`config.mk`:
```
export PLATFORM = sky130hd
export DESIGN_NAME = dsn_lif_core_flat
export DESIGN_NICKNAME = d
export VERILOG_FILES = /design/src/rtl/dsn_lif_core_if.sv /design/src/rtl/dsn_lif_core.sv /design/src/flat_wrapper.sv
export SDC_FILE = /design/constraint.sdc
export NUM_CORES = 1
export LEC_CHECK = 0
export ABC_AREA = 1
export CAP_MARGIN = 15
export CORE_AREA = 8 8 113 115
export DETAILED_ROUTE_END_ITERATION = 8
export DIE_AREA = 0 0 121 123
export HOLD_SLACK_MARGIN = 0.02
export SLEW_MARGIN = 20
export SYNTH_ARGS = -nofsm -noshare
export SYNTH_HDL_FRONTEND = slang
export SYNTH_SLANG_ARGS = --single-unit
```
`constraint.sdc`:
```
create_clock -name clock -period 10.4 [get_ports clock]
set_input_delay 2.08 -clock clock [delete_from_list [all_inputs] [get_ports clock]]
set_output_delay 2.08 -clock clock [all_outputs]
set_load 0.02 [all_outputs]
```
`src/rtl/dsn_lif_core_if.sv`:
```
// Bundle of synaptic inputs, live control values and neuron outputs for one LIF neuron.
// The core drives the outputs through the slave modport; the upstream stage uses master.
interface dsn_lif_core_if #(
  parameter int IN_W  = 9,
  parameter int V_W   = 13,
  parameter int CNT_W = 8
);
  logic             io_in_valid;
  logic [IN_W-1:0]  io_vpre;
  logic [V_W-1:0]   io_vleak;
  logic [V_W-1:0]   io_vth;
  logic [CNT_W-1:0] io_refrac;
  logic [V_W-1:0]   io_vmem;
  logic             io_spike;
  logic             io_refrac_busy;
  logic [CNT_W-1:0] io_cyclecounter;
  logic             io_flag_active;
  logic             io_sat;

  modport master (
    output io_in_valid, io_vpre, io_vleak, io_vth, io_refrac,
    input  io_vmem, io_spike, io_refrac_busy, io_cyclecounter, io_flag_active, io_sat
  );

  modport slave (
    input  io_in_valid, io_vpre, io_vleak, io_vth, io_refrac,
    output io_vmem, io_spike, io_refrac_busy, io_cyclecounter, io_flag_active, io_sat
  );
endinterface

```
`src/rtl/dsn_lif_core.sv`:
```
// Leaky integrate-and-fire neuron: registered sign-magnitude input stage, saturating
// membrane update with leak, one-cycle spike and a programmable refractory period.
module dsn_lif_core #(
  parameter int IN_W  = 9,
  parameter int V_W   = 13,
  parameter int CNT_W = 8
) (
  input  logic          clock,
  input  logic          reset,
  dsn_lif_core_if.slave lif
);
  localparam int SW = V_W + 2;
  localparam logic [V_W-1:0]   V_MAX   = '1;
  localparam logic [CNT_W-1:0] CNT_MAX = '1;

  typedef enum logic {ST_INTEGRATE, ST_REFRACT} state_t;

  state_t state_reg, state_next;

  logic              in_v_reg;
  logic              in_sign_reg;
  logic [IN_W-2:0]   in_mag_reg;
  logic              flag_active_reg;

  logic [V_W-1:0]    vmem_reg, vmem_next;
  logic              spike_reg, spike_next;
  logic [CNT_W-1:0]  cc_reg, cc_next;
  logic [CNT_W-1:0]  rcnt_reg, rcnt_next;
  logic              sat_reg, sat_next;

  logic signed [SW-1:0] mag_ext, syn_s, sum_s;
  logic [V_W-1:0]       clamped;
  logic                 ovf;
  logic                 fire;

  always_ff @(posedge clock) begin
    if (reset) begin
      in_v_reg        <= 1'b0;
      in_sign_reg     <= 1'b0;
      in_mag_reg      <= '0;
      flag_active_reg <= 1'b0;
    end else begin
      in_v_reg    <= lif.io_in_valid;
      in_sign_reg <= lif.io_vpre[IN_W-1];
      in_mag_reg  <= lif.io_vpre[IN_W-2:0];
      if (lif.io_in_valid)
        flag_active_reg <= (lif.io_vpre[IN_W-2:0] != '0);
    end
  end

  // Negative zero falls out naturally: -0 == 0 in two's complement.
  always_comb begin
    mag_ext = $signed({{(SW-IN_W+1){1'b0}}, in_mag_reg});
    syn_s   = '0;
    if (in_v_reg)
      syn_s = in_sign_reg ? -mag_ext : mag_ext;
    sum_s   = $signed({2'b00, vmem_reg}) + syn_s - $signed({2'b00, lif.io_vleak});
    clamped = sum_s[V_W-1:0];
    ovf     = 1'b0;
    if (sum_s[SW-1]) begin
      clamped = '0;
    end else if (sum_s > $signed({2'b00, V_MAX})) begin
      clamped = V_MAX;
      ovf     = 1'b1;
    end
    fire = (lif.io_vth != '0) && (clamped >= lif.io_vth);
  end

  always_comb begin
    state_next = state_reg;
    vmem_next  = vmem_reg;
    spike_next = 1'b0;
    cc_next    = (cc_reg == CNT_MAX) ? cc_reg : cc_reg + 1'b1;
    rcnt_next  = rcnt_reg;
    sat_next   = sat_reg;
    case (state_reg)
      ST_INTEGRATE: begin
        sat_next = sat_reg | ovf;
        if (fire) begin
          spike_next = 1'b1;
          vmem_next  = '0;
          cc_next    = '0;
          if (lif.io_refrac != '0) begin
            rcnt_next  = lif.io_refrac;
            state_next = ST_REFRACT;
          end
        end else begin
          vmem_next = clamped;
        end
      end
      ST_REFRACT: begin
        // Inputs and leak are ignored; the membrane stays parked at zero.
        vmem_next = '0;
        rcnt_next = rcnt_reg - 1'b1;
        if (rcnt_reg == CNT_W'(1))
          state_next = ST_INTEGRATE;
      end
      default: state_next = ST_INTEGRATE;
    endcase
  end

  always_ff @(posedge clock) begin
    if (reset) begin
      state_reg <= ST_INTEGRATE;
      vmem_reg  <= '0;
      spike_reg <= 1'b0;
      cc_reg    <= '0;
      rcnt_reg  <= '0;
      sat_reg   <= 1'b0;
    end else begin
      state_reg <= state_next;
      vmem_reg  <= vmem_next;
      spike_reg <= spike_next;
      cc_reg    <= cc_next;
      rcnt_reg  <= rcnt_next;
      sat_reg   <= sat_next;
    end
  end

  assign lif.io_vmem         = vmem_reg;
  assign lif.io_spike        = spike_reg;
  assign lif.io_refrac_busy  = (state_reg == ST_REFRACT);
  assign lif.io_cyclecounter = cc_reg;
  assign lif.io_flag_active  = flag_active_reg;
  assign lif.io_sat          = sat_reg;
endmodule

```
`src/flat_wrapper.sv`:
```
// flat-port wrapper written by rule: the top's interface ports become plain ports
module dsn_lif_core_flat 
#(
  parameter int IN_W  = 9,
  parameter int V_W   = 13,
  parameter int CNT_W = 8
)
  (clock, reset, lif_io_in_valid, lif_io_vpre, lif_io_vleak, lif_io_vth, lif_io_refrac, lif_io_vmem, lif_io_spike, lif_io_refrac_busy, lif_io_cyclecounter, lif_io_flag_active, lif_io_sat);
  dsn_lif_core_if #(.IN_W(IN_W), .V_W(V_W), .CNT_W(CNT_W)) lif_i ();
  input  logic clock;
  input  logic reset;
  input wire logic [$bits(lif_i.io_in_valid)-1:0] lif_io_in_valid;
  input wire logic [$bits(lif_i.io_vpre)-1:0] lif_io_vpre;
  input wire logic [$bits(lif_i.io_vleak)-1:0] lif_io_vleak;
  input wire logic [$bits(lif_i.io_vth)-1:0] lif_io_vth;
  input wire logic [$bits(lif_i.io_refrac)-1:0] lif_io_refrac;
  output wire logic [$bits(lif_i.io_vmem)-1:0] lif_io_vmem;
  output wire logic [$bits(lif_i.io_spike)-1:0] lif_io_spike;
  output wire logic [$bits(lif_i.io_refrac_busy)-1:0] lif_io_refrac_busy;
  output wire logic [$bits(lif_i.io_cyclecounter)-1:0] lif_io_cyclecounter;
  output wire logic [$bits(lif_i.io_flag_active)-1:0] lif_io_flag_active;
  output wire logic [$bits(lif_i.io_sat)-1:0] lif_io_sat;
  assign lif_i.io_in_valid = lif_io_in_valid;
  assign lif_i.io_vpre = lif_io_vpre;
  assign lif_i.io_vleak = lif_io_vleak;
  assign lif_i.io_vth = lif_io_vth;
  assign lif_i.io_refrac = lif_io_refrac;
  assign lif_io_vmem = lif_i.io_vmem;
  assign lif_io_spike = lif_i.io_spike;
  assign lif_io_refrac_busy = lif_i.io_refrac_busy;
  assign lif_io_cyclecounter = lif_i.io_cyclecounter;
  assign lif_io_flag_active = lif_i.io_flag_active;
  assign lif_io_sat = lif_i.io_sat;
  dsn_lif_core #(.IN_W(IN_W), .V_W(V_W), .CNT_W(CNT_W)) u_core (.clock(clock), .reset(reset), .lif(lif_i));
endmodule
```
# Yosys cells after proc, flatten, opt, wreduce, memory -nomap -nowiden
# Index checks and enable logic that the tools add are counted.
# word_totals
ff_bits	43
output_inout_bits	25
word_cells	48
# classes
add_sub_neg	5
n_lt_le_gt_ge	2
eq_ne	4
muxes	19
n_bitwise	2
reduce_logical	6
# op_table
op	count
8-bit two-way mux	5
13-bit two-way mux	3
15-bit two-way mux	2
13-bit case mux with 2 select lines	1
8-bit case mux with 2 select lines	1
8-bit nonzero test	2
14-bit by 15-bit adder with 15-bit output	1
15-bit by 14-bit greater-than comparator with 1-bit output (second input constant)	1
8-bit negator with 15-bit output	1
15-bit by 14-bit subtractor with 15-bit output	1
13-bit greater-or-equal comparator	1
13-bit nonzero test	1
8-bit by 1-bit adder with 8-bit output (second input constant)	1
8-bit by 1-bit equality test with 1-bit output (second input constant)	1
8-bit equality test (second input constant)	1
8-bit by 1-bit subtractor with 8-bit output (second input constant)	1
1-bit two-way mux	6
2-bit by 1-bit != test with 1-bit output (second input constant)	2
1-bit case mux with 2 select lines	1
2-bit AND reduction	1
2-bit OR reduction	1
1-bit logical AND	1
1-bit NOT	1
1-bit OR	1

# Longest topological paths before layout
# Gate-level depths: netlist (run 1).
# logic_depth
ltp_word	12
mapped_depth	33

# Least setup slack after synthesis (run 1)
# Ideal clock, no wire load.
# synth_timing
path_kind	input port to flip-flop
startpoint	input lif_io_vleak[1]
endpoint	register u_core.vmem_reg[10] (netlist: u_core.lif.io_vmem[10])
setup_time_ns	0.117
arrival_time_ns	5.095
required_time_ns	10.283
setup_slack_ns	5.188
path_stages	25
path_buffers	2
path_cell_list	fa_1 -> inv_1 -> fa_1 -> nand3_1 -> nand2_2 -> nand2_2 -> nand2_2 -> nand3_2 -> nand3_2 -> nand3_1 -> nand2_2 -> buf_12 -> nand2_4 -> inv_1 -> ha_1 -> nand2_1 -> nor2_1 -> inv_1 -> nor2_1 -> nand2_1 -> nand3_2 -> nand2_1 -> nand2_1 -> buf_4 -> nor2_1
# synth_between
elab_chain_cells	8
# synth_lines
item	line_no	rtl
start: declaration	flat_wrapper.sv:14	input wire logic [$bits(lif_i.io_vleak)-1:0] lif_io_vleak;
15-bit by 14-bit subtractor with 15-bit output (*)	dsn_lif_core.sv:57	sum_s = $signed({2'b00, vmem_reg}) + syn_s - $signed({2'b00, lif.io_vleak});
15-bit by 14-bit greater-than comparator with 1-bit output	dsn_lif_core.sv:62	end else if (sum_s > $signed({2'b00, V_MAX})) begin
13-bit two-way mux	dsn_lif_core.sv:62	
13-bit two-way mux (*)	dsn_lif_core.sv:60	if (sum_s[SW-1]) begin
via u_core.clamped[12]	dsn_lif_core.sv:32	logic [V_W-1:0] clamped;
13-bit greater-or-equal comparator (*)	dsn_lif_core.sv:66	fire = (lif.io_vth != '0) && (clamped >= lif.io_vth);
1-bit logical AND (*)	dsn_lif_core.sv:66	
13-bit two-way mux (*)	dsn_lif_core.sv:79	if (fire) begin
13-bit case mux with 2 select lines (*)	dsn_lif_core.sv:76	case (state_reg)
end signal: assignment	dsn_lif_core.sv:112	vmem_reg <= vmem_next;
end: declaration	dsn_lif_core.sv:25	logic [V_W-1:0] vmem_reg, vmem_next;
# Mark *: on every way through the listed nets, which the timed path passes. The rest lies on a longest branch.
# A chain may end at the register's enable or synchronous reset.

# Final worst setup path (run 1)
# layout_timing
startpoint	input lif_io_vleak[6]
endpoint	register u_core.vmem_reg[2] (netlist: u_core.lif.io_vmem[2])
# The elaborated chain is that of the path after synthesis.

==> results of run 1 <==
[cell families after synthesis]
logic type / count (synthesis)
fa+ha+maj: 45
xor+xnor: 13
compound gates: 61
buf+inv: 136
flops: 43
simple gates: 264
[how the worst max path moves through the flow]
stage | startpoint | to | slack, ns | cells past startpoint
final | lif_io_vleak[6] | u_core.lif.io_vmem[2]$_SDFF_PP0_ | 4.44 | 24
after global routing | lif_io_vleak[8] | u_core.rcnt_reg[5]$_SDFFE_PP0P_ | 4.03 | 23
after global placement | lif_io_vleak[1] | u_core.lif.io_vmem[2]$_SDFF_PP0_ | 4.24 | 24
after CTS | lif_io_vleak[1] | u_core.lif.io_vmem[2]$_SDFF_PP0_ | 4.44 | 24
after detailed placement | lif_io_vleak[1] | u_core.lif.io_vmem[2]$_SDFF_PP0_ | 4.15 | 24
after floorplan | lif_io_vleak[1] | u_core.lif.io_vmem[10]$_SDFF_PP0_ | 5.19 | 25
[worst max-delay path, cell delays in order]
cell and delay [ns]:
clkdlybuf4s50_1 0.43, fa_1 0.50, inv_1 0.04, ha_1 0.34
nand2_1 0.10, nand2_1 0.09, nand3_1 0.09, nand2_1 0.08
a21oi_1 0.22, nand2_1 0.10, nand2_2 0.21, nand3_1 0.16
nand2_4 0.10, inv_1 0.05, ha_1 0.31, nand2_1 0.08
nor2_1 0.15, inv_1 0.06, nor2_1 0.09, nand2_1 0.07
nand3_2 0.09, nand2_1 0.07, nand2_1 0.44, nor2_1 0.12
[routing by layer]
metal / global-route usage (%) / vias to the layer above
li1: - / 1886
met1: 16.0 / 1682
met2: 24.6 / 53
met3: 2.69 / 10
met4: 3.59 / 0
met5: 0 / -
[placed cells by master, fill, tap and decap left out]
cell,n
clkinvlp_4,1
nor3_1,4
nand2_4,1
a21oi_2,1
a31oi_1,1
nand3_2,9
o21ai_0,20
o211ai_1,2
nor3_4,1
dfxtp_1,43
xnor2_1,8
nor2_2,9
nand2_2,19
nor4_1,5
clkinv_2,1
clkbuf_1,1
o21bai_1,2
xor2_1,5
clkbuf_16,5
nand4_1,8
nand3_1,47
fa_1,13
nand3b_1,3
clkdlybuf4s50_1,70
nand2_1,106
and2_1,1
ha_1,32
inv_2,4
a21oi_1,31
nor2_1,51
a21o_1,3
o21a_1,1
inv_1,122
[stage by stage]
stage | power [mW] | setup slack (ns) | hold WS (ns) | instance area, um^2 | instances
after global routing | 0.729 | 4.03 | 0.527 | 4710 | 773
after floorplan | 0.430 | 5.19 | 0.464 | 3760 | 562
after detailed placement | 0.524 | 4.15 | 0.473 | 4570 | 765
after global placement | 0.521 | 4.24 | 0.474 | 4570 | 765
after CTS | 0.679 | 4.44 | 0.488 | 4710 | 773
final | 0.672 | 4.44 | 0.487 | 4710 | 773
[cell type report]
cell class              count  area (um^2)
clock buffers               6          129
clock inverters             2         12.5
fillers                  1157         6370
inverters                 126          473
multi-input cells         383         2350
flip-flops and latches     43          861
well taps                 143          179
repair buffers             70          701
[power breakdown]
part	internal, mW	total, mW	switching (mW)	leakage [nW]
clock network	0.0886	0.152	0.0632	0.0669
logic	0.124	0.316	0.192	1.93
registers	0.185	0.204	0.0192	0.352
total	0.398	0.672	0.274	2.35
==> results.cfg, run 1 <==
[synthesis]
synthCells = 562
synth.area.mux_share_pct = 0
synth_top_family_by_area = simple AND/OR/NAND/NOR gates
yosysUniqueCellTypes = 34
yosysSeqAreaShare_pct = 22.9
yosysTopAreaCell = dfxtp_1
synth_xor_area_share_pct = 3.03
yosys_most_used_dff = dfxtp_1
ys_ff_latch = 43
synthArstFlopShare_pct = 0
synth_edf_count = 0
synthAdderAreaFrac_pct = 17.6
yosys.area.top_type_share_pct = 22.9
yosys_warnings = 0
synth_area_per_cell_um2 = 6.69
syn_area_um2 = 3760
syn_nets = 653
yosysMostFrequentCell = inv_1
ys_top_cells_by_count = inv_1, nand2_1, nor2_1
synth-compound-area-share_pct = 8.79
synth-simple-area-share_pct = 33.2
synth_area_leaders = dfxtp_1, inv_1, ha_1

[setup_path]
required_ns = 10.54
crit_type = in -> reg
end_kind = flip-flop
worst_r2r_endpoint = u_core.lif.io_vmem[2]$_SDFF_PP0_
crit_arrival_ns = 6.10
r2r_cells = 30
start_kind = input port
r2r_slack_ns = 5.53
worstReg2RegStart = u_core.in_mag_reg[1]$_SDFF_PP0_
crit_path_max_fanout = 14

[cts]
cts_buffers = 5
cts_max_level = 2
clock_path_buffers = 2
cts_root_buffer = clkbuf_16
cts.sink_count = 43
post_cts_resized = 0
cts_hold_buf = 0
cts_tree = done
post_cts_buffers = 0
clk_pin_slew_ns = 0.06
clk-insertion-delay-late_ns = 0.28

[cells_and_area]
largest_reg_flops = 13
final_nets = 720
final_core_util_pct = 42.5
areaGrowthSynthToFinish_pct = 25.3
drive_gt1_share_pct = 8.10
antenna_cells = 0

[floorplanning]
dieArea_um2 = 14900
start_util_pct = 33.9
die_w_um = 121
row_count = 39
coreArea_um2 = 11100
die_h_um = 123
io-pin-count = 71

[outcome]
status = finished clean

[routing]
ant_nets = 0
vias_per_cell = 4.70
drc = 0
highest_layer = met4
drt_iter0_markers = 167
wirelength_mm = 9.99
wire_per_inst_um = 12.9
dr.pass1.iters = 4
via_count = 3631
wl_met1_mm = 4.44
met3WireLength_um = 366
wl_met2_mm = 5.04

[sta]
finalClockSkew_ns = 0.00624
timing.fmax_mhz = 168
fin_crit_ns = 5.96
min_period_over_period_pct = 57.3
slew_violations = 0
tns_ns = 0
hold_viol = 0
tightest_slew_ns = 0.775
setup_violations = 0
max_slew_margin_pct = 48.2
rsz0062_at_grt = false

[grt]
antenna_found_initial = 0
grt_pass1_wl_mm = 16.6
grt_use_total_pct = 13.6
overflow = 0
grt_max_degree = 24
grt_pass1_vias = 3615

[power_and_ir_drop]
power.leakage_nw = 2.35
irDropWorstVdd_uv = 74.3
cellPowerDensity_nw_per_um2 = 143

[min_path]
hp-start = u_core.rcnt_reg[6]$_SDFFE_PP0P_
hold_path_end = u_core.rcnt_reg[6]$_SDFFE_PP0P_
whs_path_depth = 2
hp-class = reg -> reg

[flow_run]
drv_cap = 0

[placement]
gp_congestion = 0.899
hpwl_mm = 8.42
io_buffer_count = 70
(Power assumes the default switching activity.)
==> run 2: changes to the inputs <==
clock period = 6 ns   (was 10.4 ns; I/O delays follow)
==> run 2 against run 1 <==
Total power increased by 74%; clock skew increased by 0.00078 ns; combinational power increased by 74%; clock power increased by 74%; die area unchanged; wire length increased by 0.13%; clock-buffer cell count unchanged.
==> results.cfg, run 2 (synthesis gave the netlist of run 1 again) <==
[setup_path]
path_delay_family = simple AND/OR/NAND/NOR gates
start_kind = input port
cp_common_cell = nand2_1
end_kind = flip-flop
r2r_cells = 30
crit_path_max_fanout = 14
required_ns = 6.13
crit_slowest_cell = fa_1
worst_r2r_endpoint = u_core.lif.io_vmem[2]$_SDFF_PP0_
path_cells = clkdlybuf4s50_1 > fa_1 > inv_1 > fa_1 > nand3_1 > nand2_2 > nand2_2 > nand2_2 > nand3_2 > nand3_2 > nand3_1 > nand2_2 > nand2_1 > inv_1 > ha_1 > nand2_1 > nor2_1 > inv_1 > nor2_1 > nand2_1 > nand3_2 > nand2_1 > nand2_1 > nor2_1
r2r_slack_ns = 1.14
max_stage_delay_ns = 0.52
crit_arrival_ns = 5.23
worstReg2RegStart = u_core.in_mag_reg[1]$_SDFF_PP0_
crit_type = in -> reg
crit_start = lif_io_vleak[1]
path_buf_inv = 4

[outcome]
status = finished clean

[floorplanning]
start_util_pct = 33.9
dieArea_um2 = 14900
coreArea_um2 = 11100
row_count = 39
die_h_um = 123
io-pin-count = 71
die_w_um = 121

[grt]
overflow = 0
grt_use_total_pct = 13.3
grt_pass1_vias = 3564
grt_pass1_wl_mm = 16.3
antenna_found_initial = 0
grt_max_degree = 24

[sta]
max_slew_margin_pct = 47.9
tightest_slew_ns = 0.779
slew_violations = 0
finalClockSkew_ns = 0.00702
setup_violations = 0
rsz0062_at_grt = false
tns_ns = 0
fin_crit_ns = 5.09
min_period_over_period_pct = 84.8
hold_viol = 0
timing.fmax_mhz = 196

[power_and_ir_drop]
power.leakage_nw = 2.35
irDropWorstVdd_uv = 129
p_total_mw = 1.17
cellPowerDensity_nw_per_um2 = 248

[cts]
clock_path_buffers = 2
cts_tree = done
cts.sink_count = 43
clk_pin_slew_ns = 0.06
cts_hold_buf = 0
cts_buffers = 5
clk-insertion-delay-late_ns = 0.28
cts_max_level = 2
post_cts_resized = 0
cts_root_buffer = clkbuf_16
post_cts_buffers = 0

[placement]
io_buffer_count = 70
dpl_cell_area_um2 = 4570
hpwl_mm = 8.48
place_inst = 765
gp_congestion = 0.902

[cells_and_area]
areaGrowthSynthToFinish_pct = 25.3
final_area_um2 = 4710
final_common_cell = inv_1
drive_gt1_share_pct = 8.10
final_core_util_pct = 42.5
final_nets = 720
fillers = 1168
largest_reg_flops = 13
final_cell_mix = inv_1, nand2_1, clkdlybuf4s50_1
antenna_cells = 0
fin_cells = 773

[min_path]
hp-class = reg -> reg
whs_path_depth = 2
hp-start = u_core.rcnt_reg[6]$_SDFFE_PP0P_
hold_path_end = u_core.rcnt_reg[6]$_SDFFE_PP0P_

[routing]
drc = 0
via_count = 3648
wire_per_inst_um = 12.9
dr.pass1.iters = 5
ant_nets = 0
wirelength_mm = 10.0
drt_iter0_markers = 167
vias_per_cell = 4.72

[flow_run]
drv_cap = 0
run 2: cell counts in the layout (fill, tap and decap cells not counted):
Identical to the previous run, type by type.
run 2: layout make-up:
cell class,instances,area (um^2),share of cell area [%]
Clock buffer,6,129,2.74
Clock inverter,2,12.5,0.266
Inverter,126,473,10.0
Multi-Input combinational cell,383,2350,50.0
Sequential cell,43,861,18.3
Tap cell,143,179,3.80
Timing Repair Buffer,70,701,14.9
run 2: power breakdown:
group | internal [mW] | total [mW] | switching, mW
Clock | 0.154 | 0.264 | 0.110
Sequential | 0.320 | 0.354 | 0.0332
Combinational | 0.216 | 0.549 | 0.333
Total | 0.690 | 1.17 | 0.476
run 2: how the worst max path moves through the flow:
stage / depth (start not counted) / slack (ns) / endpoint
after CTS: 24 / 0.89 / u_core.lif.io_vmem[2]$_SDFF_PP0_
final: 24 / 0.91 / u_core.lif.io_vmem[2]$_SDFF_PP0_
after global routing: 22 / 0.51 / u_core.lif.io_vmem[2]$_SDFF_PP0_
after floorplan: 25 / 1.67 / u_core.lif.io_vmem[10]$_SDFF_PP0_
after detailed placement: 24 / 0.61 / u_core.lif.io_vmem[2]$_SDFF_PP0_
after global placement: 24 / 0.71 / u_core.lif.io_vmem[2]$_SDFF_PP0_
run 2: metrics by stage:
| step | worst slack (ns) | hold WS [ns] |
|---|---|---|
| global route | 0.514 | 0.527 |
| finish | 0.909 | 0.487 |
| CTS | 0.889 | 0.489 |
| detailed placement | 0.610 | 0.476 |
| global placement | 0.713 | 0.474 |
| floorplan | 1.67 | 0.464 |
run 2: worst register-to-register path: cells and delay by family (launching register included):
kind,cells,cell delay [ns]
and+or+nand+nor,20,2.58
adders and majority gates,4,1.36
buffers and inverters,5,0.29
DFF,1,0.29
AOI/OAI and AO/OA,1,0.22
run 2: layer usage:
layer	global-route usage, %	up-vias	routed length (um)
li1	-	1886	-
met2	24.3	72	5040
met3	2.69	15	407
met5	0	-	0
met4	3.67	0	157
met1	15.5	1675	4400
